File: config.mk
export PLATFORM = sky130hd
export DESIGN_NAME = alu_input_sequencer
export DESIGN_NICKNAME = d
export VERILOG_FILES = /design/src/rtl/alu_pkg.sv /design/src/rtl/edge_detect.sv /design/src/rtl/alu_input_sequencer.sv
export SDC_FILE = /design/constraint.sdc
export NUM_CORES = 1
export LEC_CHECK = 0
export CAP_MARGIN = 10
export CORE_UTILIZATION = 45
export CTS_CLUSTER_DIAMETER = 100
export CTS_CLUSTER_SIZE = 8
export DETAILED_ROUTE_END_ITERATION = 10
export PLACE_DENSITY_LB_ADDON = 0.15
export SLEW_MARGIN = 25
export SYNTH_ARGS = -nofsm -noshare
export SYNTH_HDL_FRONTEND = slang
export SYNTH_SLANG_ARGS = --single-unit
File: constraint.sdc
create_clock -name Clk -period 4.55 [get_ports Clk]
set_clock_uncertainty 0.2 [all_clocks]
set_input_delay 0.455 -clock Clk [delete_from_list [all_inputs] [get_ports Clk]]
set_output_delay 0.455 -clock Clk [all_outputs]
set_load 0.02 [all_outputs]
File: src/rtl/alu_pkg.sv
// Shared definitions for the ALU input sequencer: state encodings and default widths.
package alu_pkg;

  localparam int DATA_W_DEF = 4;
  localparam int OP_W_DEF   = 3;

  typedef enum logic [2:0] {
    ST_GET_A  = 3'd0,
    ST_GET_B  = 3'd1,
    ST_GET_OP = 3'd2,
    ST_START  = 3'd3,
    ST_WAIT   = 3'd4,
    ST_SHOW   = 3'd5
  } state_t;

endpackage

File: src/rtl/edge_detect.sv
// Rising-edge detector with a per-instance reset value for the delay register.
module edge_detect #(
  parameter logic RST_VAL = 1'b1
) (
  input  logic Clk,
  input  logic Reset,
  input  logic din,
  output logic rise
);

  logic din_d;

  always_ff @(posedge Clk) begin
    if (Reset) din_d <= RST_VAL;
    else       din_d <= din;
  end

  assign rise = din & ~din_d;

endmodule

File: src/rtl/alu_input_sequencer.sv
// Button-driven sequencer that collects two operands and an opcode, launches the ALU
// and latches its result. Optional inactivity timeout enabled by ALU_SEQ_TIMEOUT_EN.
//
// state     | meaning
// ----------+--------------------------------------------------
// GET_A     | waiting for enter to capture operand A
// GET_B     | waiting for enter to capture operand B
// GET_OP    | waiting for enter to capture the opcode
// START     | one-cycle ALU launch (alu_start high)
// WAIT      | waiting for alu_done
// SHOW      | result displayed; enter returns to GET_A
module alu_input_sequencer
  import alu_pkg::*;
#(
  parameter int DATA_W      = DATA_W_DEF,
  parameter int OP_W        = OP_W_DEF,
  parameter int TIMEOUT_CYC = 500_000_000
) (
  input  logic                Clk,
  input  logic                Reset,
  input  logic                pb_enter,
  input  logic                pb_clear,
  input  logic [DATA_W-1:0]   sw_in,
  input  logic                alu_done,
  input  logic [2*DATA_W-1:0] alu_result,
  output logic [DATA_W-1:0]   alu_a,
  output logic [DATA_W-1:0]   alu_b,
  output logic [OP_W-1:0]     alu_op,
  output logic                alu_start,
  output logic [2*DATA_W-1:0] result_out,
  output logic                result_valid,
  output logic [2:0]          state_out,
  output logic                timeout_flag
);

  state_t state, next_state;
  logic   enter_ev, clear_ev;
  logic   cap_a, cap_b, cap_op, launch, latch_res, do_clear;
  logic   timeout_hit;

  // Delay registers reset to 1 so a button held through reset gives no event.
  edge_detect #(.RST_VAL(1'b1)) u_enter_ed (
    .Clk(Clk), .Reset(Reset), .din(pb_enter), .rise(enter_ev)
  );

  edge_detect #(.RST_VAL(1'b1)) u_clear_ed (
    .Clk(Clk), .Reset(Reset), .din(pb_clear), .rise(clear_ev)
  );

  always_ff @(posedge Clk) begin
    if (Reset) state <= ST_GET_A;
    else       state <= next_state;
  end

  always_comb begin
    next_state = state;
    cap_a      = 1'b0;
    cap_b      = 1'b0;
    cap_op     = 1'b0;
    launch     = 1'b0;
    latch_res  = 1'b0;
    do_clear   = 1'b0;
    if (clear_ev || timeout_hit) begin
      do_clear   = 1'b1;
      next_state = ST_GET_A;
    end else begin
      case (state)
        ST_GET_A:  if (enter_ev) begin cap_a  = 1'b1; next_state = ST_GET_B;  end
        ST_GET_B:  if (enter_ev) begin cap_b  = 1'b1; next_state = ST_GET_OP; end
        ST_GET_OP: if (enter_ev) begin cap_op = 1'b1; next_state = ST_START;  end
        ST_START:  begin launch = 1'b1; next_state = ST_WAIT; end
        ST_WAIT:   if (alu_done) begin latch_res = 1'b1; next_state = ST_SHOW; end
        ST_SHOW:   if (enter_ev) next_state = ST_GET_A;
        default:   next_state = ST_GET_A;
      endcase
    end
  end

  always_ff @(posedge Clk) begin
    if (Reset || do_clear) begin
      alu_a        <= '0;
      alu_b        <= '0;
      alu_op       <= '0;
      result_out   <= '0;
      result_valid <= 1'b0;
    end else begin
      if (cap_a)  alu_a  <= sw_in;
      if (cap_b)  alu_b  <= sw_in;
      if (cap_op) alu_op <= sw_in[OP_W-1:0];
      if (launch) result_valid <= 1'b0;
      if (latch_res) begin
        result_out   <= alu_result;
        result_valid <= 1'b1;
      end
    end
  end

  assign alu_start = (state == ST_START);
  assign state_out = state;

`ifdef ALU_SEQ_TIMEOUT_EN
  localparam int CNT_W = $clog2(TIMEOUT_CYC + 1);

  logic [CNT_W-1:0] idle_cnt;
  logic             counting;

  assign counting    = (state == ST_GET_B) || (state == ST_GET_OP) || (state == ST_SHOW);
  assign timeout_hit = counting && !enter_ev && !clear_ev &&
                       (idle_cnt == CNT_W'(TIMEOUT_CYC - 1));

  always_ff @(posedge Clk) begin
    if (Reset)
      idle_cnt <= '0;
    else if (enter_ev || clear_ev || next_state == ST_GET_A)
      idle_cnt <= '0;
    else if (counting)
      idle_cnt <= idle_cnt + CNT_W'(1);
  end

  always_ff @(posedge Clk) begin
    if (Reset)            timeout_flag <= 1'b0;
    else if (timeout_hit) timeout_flag <= 1'b1;
    else if (enter_ev)    timeout_flag <= 1'b0;
  end
`else
  assign timeout_hit  = 1'b0;
  assign timeout_flag = 1'b0;
`endif

endmodule

==> results.yml, run 1 <==
outcome:
  status: "complete, no violations"
run:
  drv_cap: 0
power:
  p_seq_share_pct: 63.5
  clkPwrFrac_pct: 26.4
  switching_power_w: 0.0000763
  peakVddDrop_mv: 0.227
  power_density_nw_per_um2: 244
  power_frac_comb_pct: 10.1
  internal-power_w: 0.000276
  power_leakage_nw: 0.532
  swShare_pct: 21.7
cts:
  cts_htree_levels: 1
  clock_sinks: 25
  cts_resized: 0
  cts.path.max_buffers: 2
  cts-root-buf: "clkbuf_4"
  insertion_delay_ps: 300
  holdBufCountCts: 0
  cts_setup_buffers: 0
  cts_tree: "yes"
  clk_pin_slew_ps: 130
  numCtsBuffers: 3
synthesis:
  yosysSeqAreaShare_pct: 49.0
  syn_inst: 108
  synth_fp_nets: 125
  yosysWarnings: 0
  synth_edf_count: 0
  synthTopCellsByArea: "dfxtp_1 49%, nand3b_1 12%, mux2i_1 11%, nand2_1 5.9%, a21oi_1 5.4%"
  async_flop_share_pct: 0
  postSynthAreaPerCell_um2: 9.47
  synth_top_cell_by_area: "dfxtp_1"
  synth_top_area_share_pct: 49.0
  yosys.cell_count.top_type: "dfxtp_1"
  synthTopCellsByCount: "25 x dfxtp_1, 17 x nand3b_1, 16 x nand2_1"
  synth-main-ff-cell: "dfxtp_1"
  syn_area_um2: 1020
  ys_seq_elements: 25
  synth_cell_type_count: 23
placement:
  hpwlAfterDp_um: 1620
  gp_congestion: 0.696
  port_buffers: 40
critical_path:
  cp-end-kind: "primary output"
  max_stage_delay_ps: 590
  worstPathRequired_ps: 3890
  cp_slowest_cell: "clkdlybuf4s50_1"
  worstPathArrival_ps: 1600
  cp_top_family: "buffers and inverters"
  timing_worst_setup_path_type: "reg2out"
  startpoint_type: "flop"
  worst-path-buf-inv: 2
  critPathMaxFanout: 8
  path_cells: "nand3b_1 -> inv_1 -> clkdlybuf4s50_1"
timing:
  maxSlewHeadroom_pct: 59.6
  setup_viol: 0
  grt_setup_unrepaired: "false"
  fin_crit_ps: 2260
  fmax_ghz: 0.443
  fin_setup_tns_ps: 0
  finalCritPeriodShare_pct: 49.7
  hold_viol: 0
  tightest_slew_ps: 607
  drv_slew: 0
floorplanning:
  design.core.area_um2: 2040
  rows: 16
  initial_utilization_pct: 50.1
  die_h_um: 49.7
  ios: 42
  dieArea_um2: 2470
  die_w_um: 49.7
finish:
  area_delta_synth_final_pct: 41.1
  num_antenna_cells: 0
  drive_gt1_share_pct: 5.59
  final_util_pct: 70.6
  layout.nets: 161
routing:
  wl_um: 2090
  vias: 871
  drc_errors: 0
  antenna_left: 0
  dr.pass1.iters: 3
  viasPerCell: 5.12
  drt_iter0_drc: 3
  wl_per_cell_um: 12.3
grt:
  grtUsageTotal_pct: 19.8
  grt_pass1_wl_um: 3770
  grt_max_degree: 20
  gr-total-overflow: 0
  grt_antenna_before_repair: 0
  grt_pass1_vias: 869
min_path:
  hold_path.class: "reg2reg"
cell families after synthesis:
family	Yosys count	share of synthesized area [%]
DFF	25	49.0
and+or+nand+nor	47	28.0
muxes	12	11.9
AOI/OAI and AO/OA	12	6.00
other	1	0.367
buffers and inverters	11	4.77
state kept, by name, summed over array words and instances (netlist names):
| signal | flops |
|---|---|
| alu_a | 4 |
| alu_b | 4 |
| alu_op | 3 |
| result_out | 8 |
| result_valid | 1 |
| state_out | 3 |
| u_clear_ed.din_d | 1 |
| u_enter_ed.din_d | 1 |
power by group through the flow:
stage / sequential [W] / clock [W] / combinational (W)
4_1_cts: 0.000223 / 0.0000960 / 0.0000361
2_1_floorplan: 0.000230 / 0 / 0.0000151
3_3_place_gp: 0.000228 / 0 / 0.0000355
3_5_place_dp: 0.000228 / 0 / 0.0000359
5_1_grt: 0.000224 / 0.000106 / 0.0000388
6_report: 0.000223 / 0.0000928 / 0.0000357
final timing paths:
path | startpoint | to | slack, ps | cells past startpoint
hold / removal | result_out[5] | result_out[5] | 270 | 2
setup reg to reg | u_clear_ed.din_d | alu_b[1] | 2620 | 3
setup / recovery | state_out[0] | alu_start | 2290 | 3
hold reg to reg | result_out[5] | result_out[5] | 270 | 2
tightest hold or removal path, stage by stage (launching register included):
cell and delay [ps]:
dfxtp_1 330, nand2_1 50, a21oi_1 50
layer usage:
metal  part of all wire, %  vias up  global-route usage [%]
met3                   2.9        2                    2.78
li1                      -      444                       -
met1                    49      405                    26.0
met2                    48       20                    33.3
met5                     0        -                       0
met4                  0.58        0                    5.71
layout make-up:
| type | count | area (um2) |
|---|---|---|
| clock buffers | 3 | 22.5 |
| clock inverters | 1 | 5.00 |
| fillers | 179 | 599 |
| inverters | 2 | 7.51 |
| multi-input cells | 72 | 473 |
| flip-flops and latches | 25 | 500 |
| well taps | 27 | 33.8 |
| repair buffers | 40 | 400 |
per-stage QoR:
stage	cell area [um2]	hold slack, ps	setup WS, ps	power, W	cells
floorplan	1020	335	2870	0.000245	108
global placement	1420	243	2140	0.000264	166
detailed placement	1420	250	2080	0.000264	166
CTS	1440	269	2280	0.000356	170
global route	1440	287	2210	0.000368	170
finish	1440	267	2290	0.000352	170
cells in the final DEF, fill, tap and decap left out:
| cell type | count |
|---|---|
| a21oi_1 | 11 |
| a31oi_1 | 1 |
| and3_1 | 1 |
| and4bb_2 | 1 |
| clkbuf_4 | 3 |
| clkdlybuf4s50_1 | 40 |
| clkinv_2 | 1 |
| conb_1 | 1 |
| dfxtp_1 | 25 |
| inv_1 | 2 |
| mux2_2 | 1 |
| mux2i_1 | 11 |
| nand2_1 | 16 |
| nand2b_1 | 3 |
| nand3_1 | 2 |
| nand3b_1 | 17 |
| nand4bb_1 | 1 |
| nor2_1 | 1 |
| nor3_1 | 1 |
| nor4b_1 | 1 |
| or2_2 | 2 |
| or4b_1 | 1 |
(Power assumes the default switching activity.)
==> run 2, diff against run 1 <==
--- a/config.mk
+++ b/config.mk
@@ -6,7 +6,7 @@
 export NUM_CORES = 1
 export LEC_CHECK = 0
 export CAP_MARGIN = 10
-export CORE_UTILIZATION = 45
+export CORE_UTILIZATION = 41
 export CTS_CLUSTER_DIAMETER = 100
 export CTS_CLUSTER_SIZE = 8
 export DETAILED_ROUTE_END_ITERATION = 10
==> constraint.sdc (replaced) <==
create_clock -name Clk -period 2.16 [get_ports Clk]
set_clock_uncertainty 0.2 [all_clocks]
set_input_delay 0.216 -clock Clk [delete_from_list [all_inputs] [get_ports Clk]]
set_output_delay 0.216 -clock Clk [all_outputs]
set_load 0.02 [all_outputs]
==> results.yml, run 2 (same netlist as run 1, synthesis figures left out) <==
timing:
  fmax_ghz: 0.487
  grt_setup_unrepaired: "false"
  fin_crit_ps: 2050
  setup_viol: 0
  fin_hold_ws_ps: 236
  maxSlewHeadroom_pct: 65.0
  drv_slew: 0
  fin_ws_ps: 106
  finalCritPeriodShare_pct: 95.1
  tightest_slew_ps: 517
  hold_viol: 0
  fin_setup_tns_ps: 0
power:
  swShare_pct: 22.9
  power_density_nw_per_um2: 518
  switching_power_w: 0.000173
  peakVddDrop_mv: 0.311
  power.total_w: 0.000756
  power_frac_comb_pct: 10.5
  internal-power_w: 0.000583
  clkPwrFrac_pct: 27.2
  power_leakage_nw: 0.541
  p_seq_share_pct: 62.3
floorplanning:
  dieArea_um2: 2700
  ios: 42
  design.core.area_um2: 2280
  die_h_um: 51.9
  die_w_um: 51.9
  initial_utilization_pct: 44.9
  rows: 17
routing:
  dr.pass1.iters: 5
  wl_per_cell_um: 13.5
  drc_errors: 0
  antenna_left: 0
  drt_iter0_drc: 8
  vias: 890
  viasPerCell: 5.14
  wl_um: 2340
critical_path:
  timing_worst_setup_path_type: "reg2out"
  worstPathArrival_ps: 1640
  cp-end-kind: "primary output"
  startpoint_type: "flop"
  worstPathRequired_ps: 1740
  critPathMaxFanout: 8
cts:
  clock_sinks: 25
  cts_resized: 0
  cts.path.max_buffers: 2
  cts_tree: "yes"
  insertion_delay_ps: 310
  cts_setup_buffers: 0
  cts-root-buf: "clkbuf_4"
  cts_htree_levels: 1
  numCtsBuffers: 3
  holdBufCountCts: 0
  clk_pin_slew_ps: 130
finish:
  final_common_cell: "clkdlybuf4s50_1"
  post_layout_nonfiller_instances: 173
  fill_cells: 205
  area_delta_synth_final_pct: 42.7
  final_cell_mix: "40 x clkdlybuf4s50_1, 25 x dfxtp_1, 17 x nand3b_1, 16 x nand2_1"
  layout.nets: 163
  reg_top3: "result_out x8, alu_a x4, alu_b x4"
  num_antenna_cells: 0
  largest_register: "result_out"
  drive_gt1_share_pct: 6.90
  largest_register_ffs: 8
placement:
  dp_slack_ps: 115
  hpwlAfterDp_um: 1680
  gp_congestion: 0.730
  placed_cells: 169
  port_buffers: 40
grt:
  grtUsageTotal_pct: 19.1
  grt_pass1_wl_um: 3790
  grt_max_degree: 19
  grt_pass1_vias: 888
  grt_antenna_before_repair: 0
  gr-total-overflow: 0
run:
  drv_cap: 0
outcome:
  status: "complete, no violations"
min_path:
  hold_path.class: "in2reg"
==> run 2: cell count changes in the layout (fill, tap and decap cells not counted) <==
cell	delta
buf_4	+2
==> run 2: layout make-up <==
| class | count | area (um2) | share of cell area [%] |
|---|---|---|---|
| Clock inverter | 1 | 5.00 | 0.343 |
| Tap cell | 28 | 35.0 | 2.40 |
| Inverter | 2 | 7.51 | 0.515 |
| Clock buffer | 3 | 22.5 | 1.54 |
| Sequential cell | 25 | 500 | 34.3 |
| Multi-Input combinational cell | 72 | 473 | 32.4 |
| Timing Repair Buffer | 42 | 415 | 28.5 |
==> run 2: critical path, cell delays in order (launching register included) <==
cell,delay [ps]
dfxtp_1,470
nand3b_1,160
inv_1,100
clkdlybuf4s50_1,600
==> run 2: final timing paths <==
kind / from / end / slack (ps) / depth (start not counted)
setup reg to reg: state_out[2] / alu_a[3] / 390 / 3
hold / removal: alu_result[5] / result_out[5] / 240 / 3
setup / recovery: state_out[0] / alu_start / 110 / 3
hold reg to reg: result_out[5] / result_out[5] / 270 / 2
==> run 2: per-layer routing <==
metal	GRT usage (%)	vias to the layer above	wire, um
li1	-	442	-
met3	2.63	2	71
met5	0	-	0
met4	6.76	0	12
met2	31.4	19	1120
met1	25.3	427	1140
==> run 2: stage by stage <==
stage	util, %	area [um2]
after detailed placement	62.9	1430
after CTS	64.1	1460
after global routing	64.1	1460
after global placement	62.9	1430
final	64.1	1460
after floorplan	-	1020
==> run 2: power groups by stage <==
stage	sequential (W)	combinational, W	clock (W)
2_1_floorplan	0.000485	0.0000319	0
3_3_place_gp	0.000481	0.0000776	0
3_5_place_dp	0.000481	0.0000793	0
4_1_cts	0.000471	0.0000798	0.000217
5_1_grt	0.000472	0.0000858	0.000228
6_report	0.000471	0.0000792	0.000206
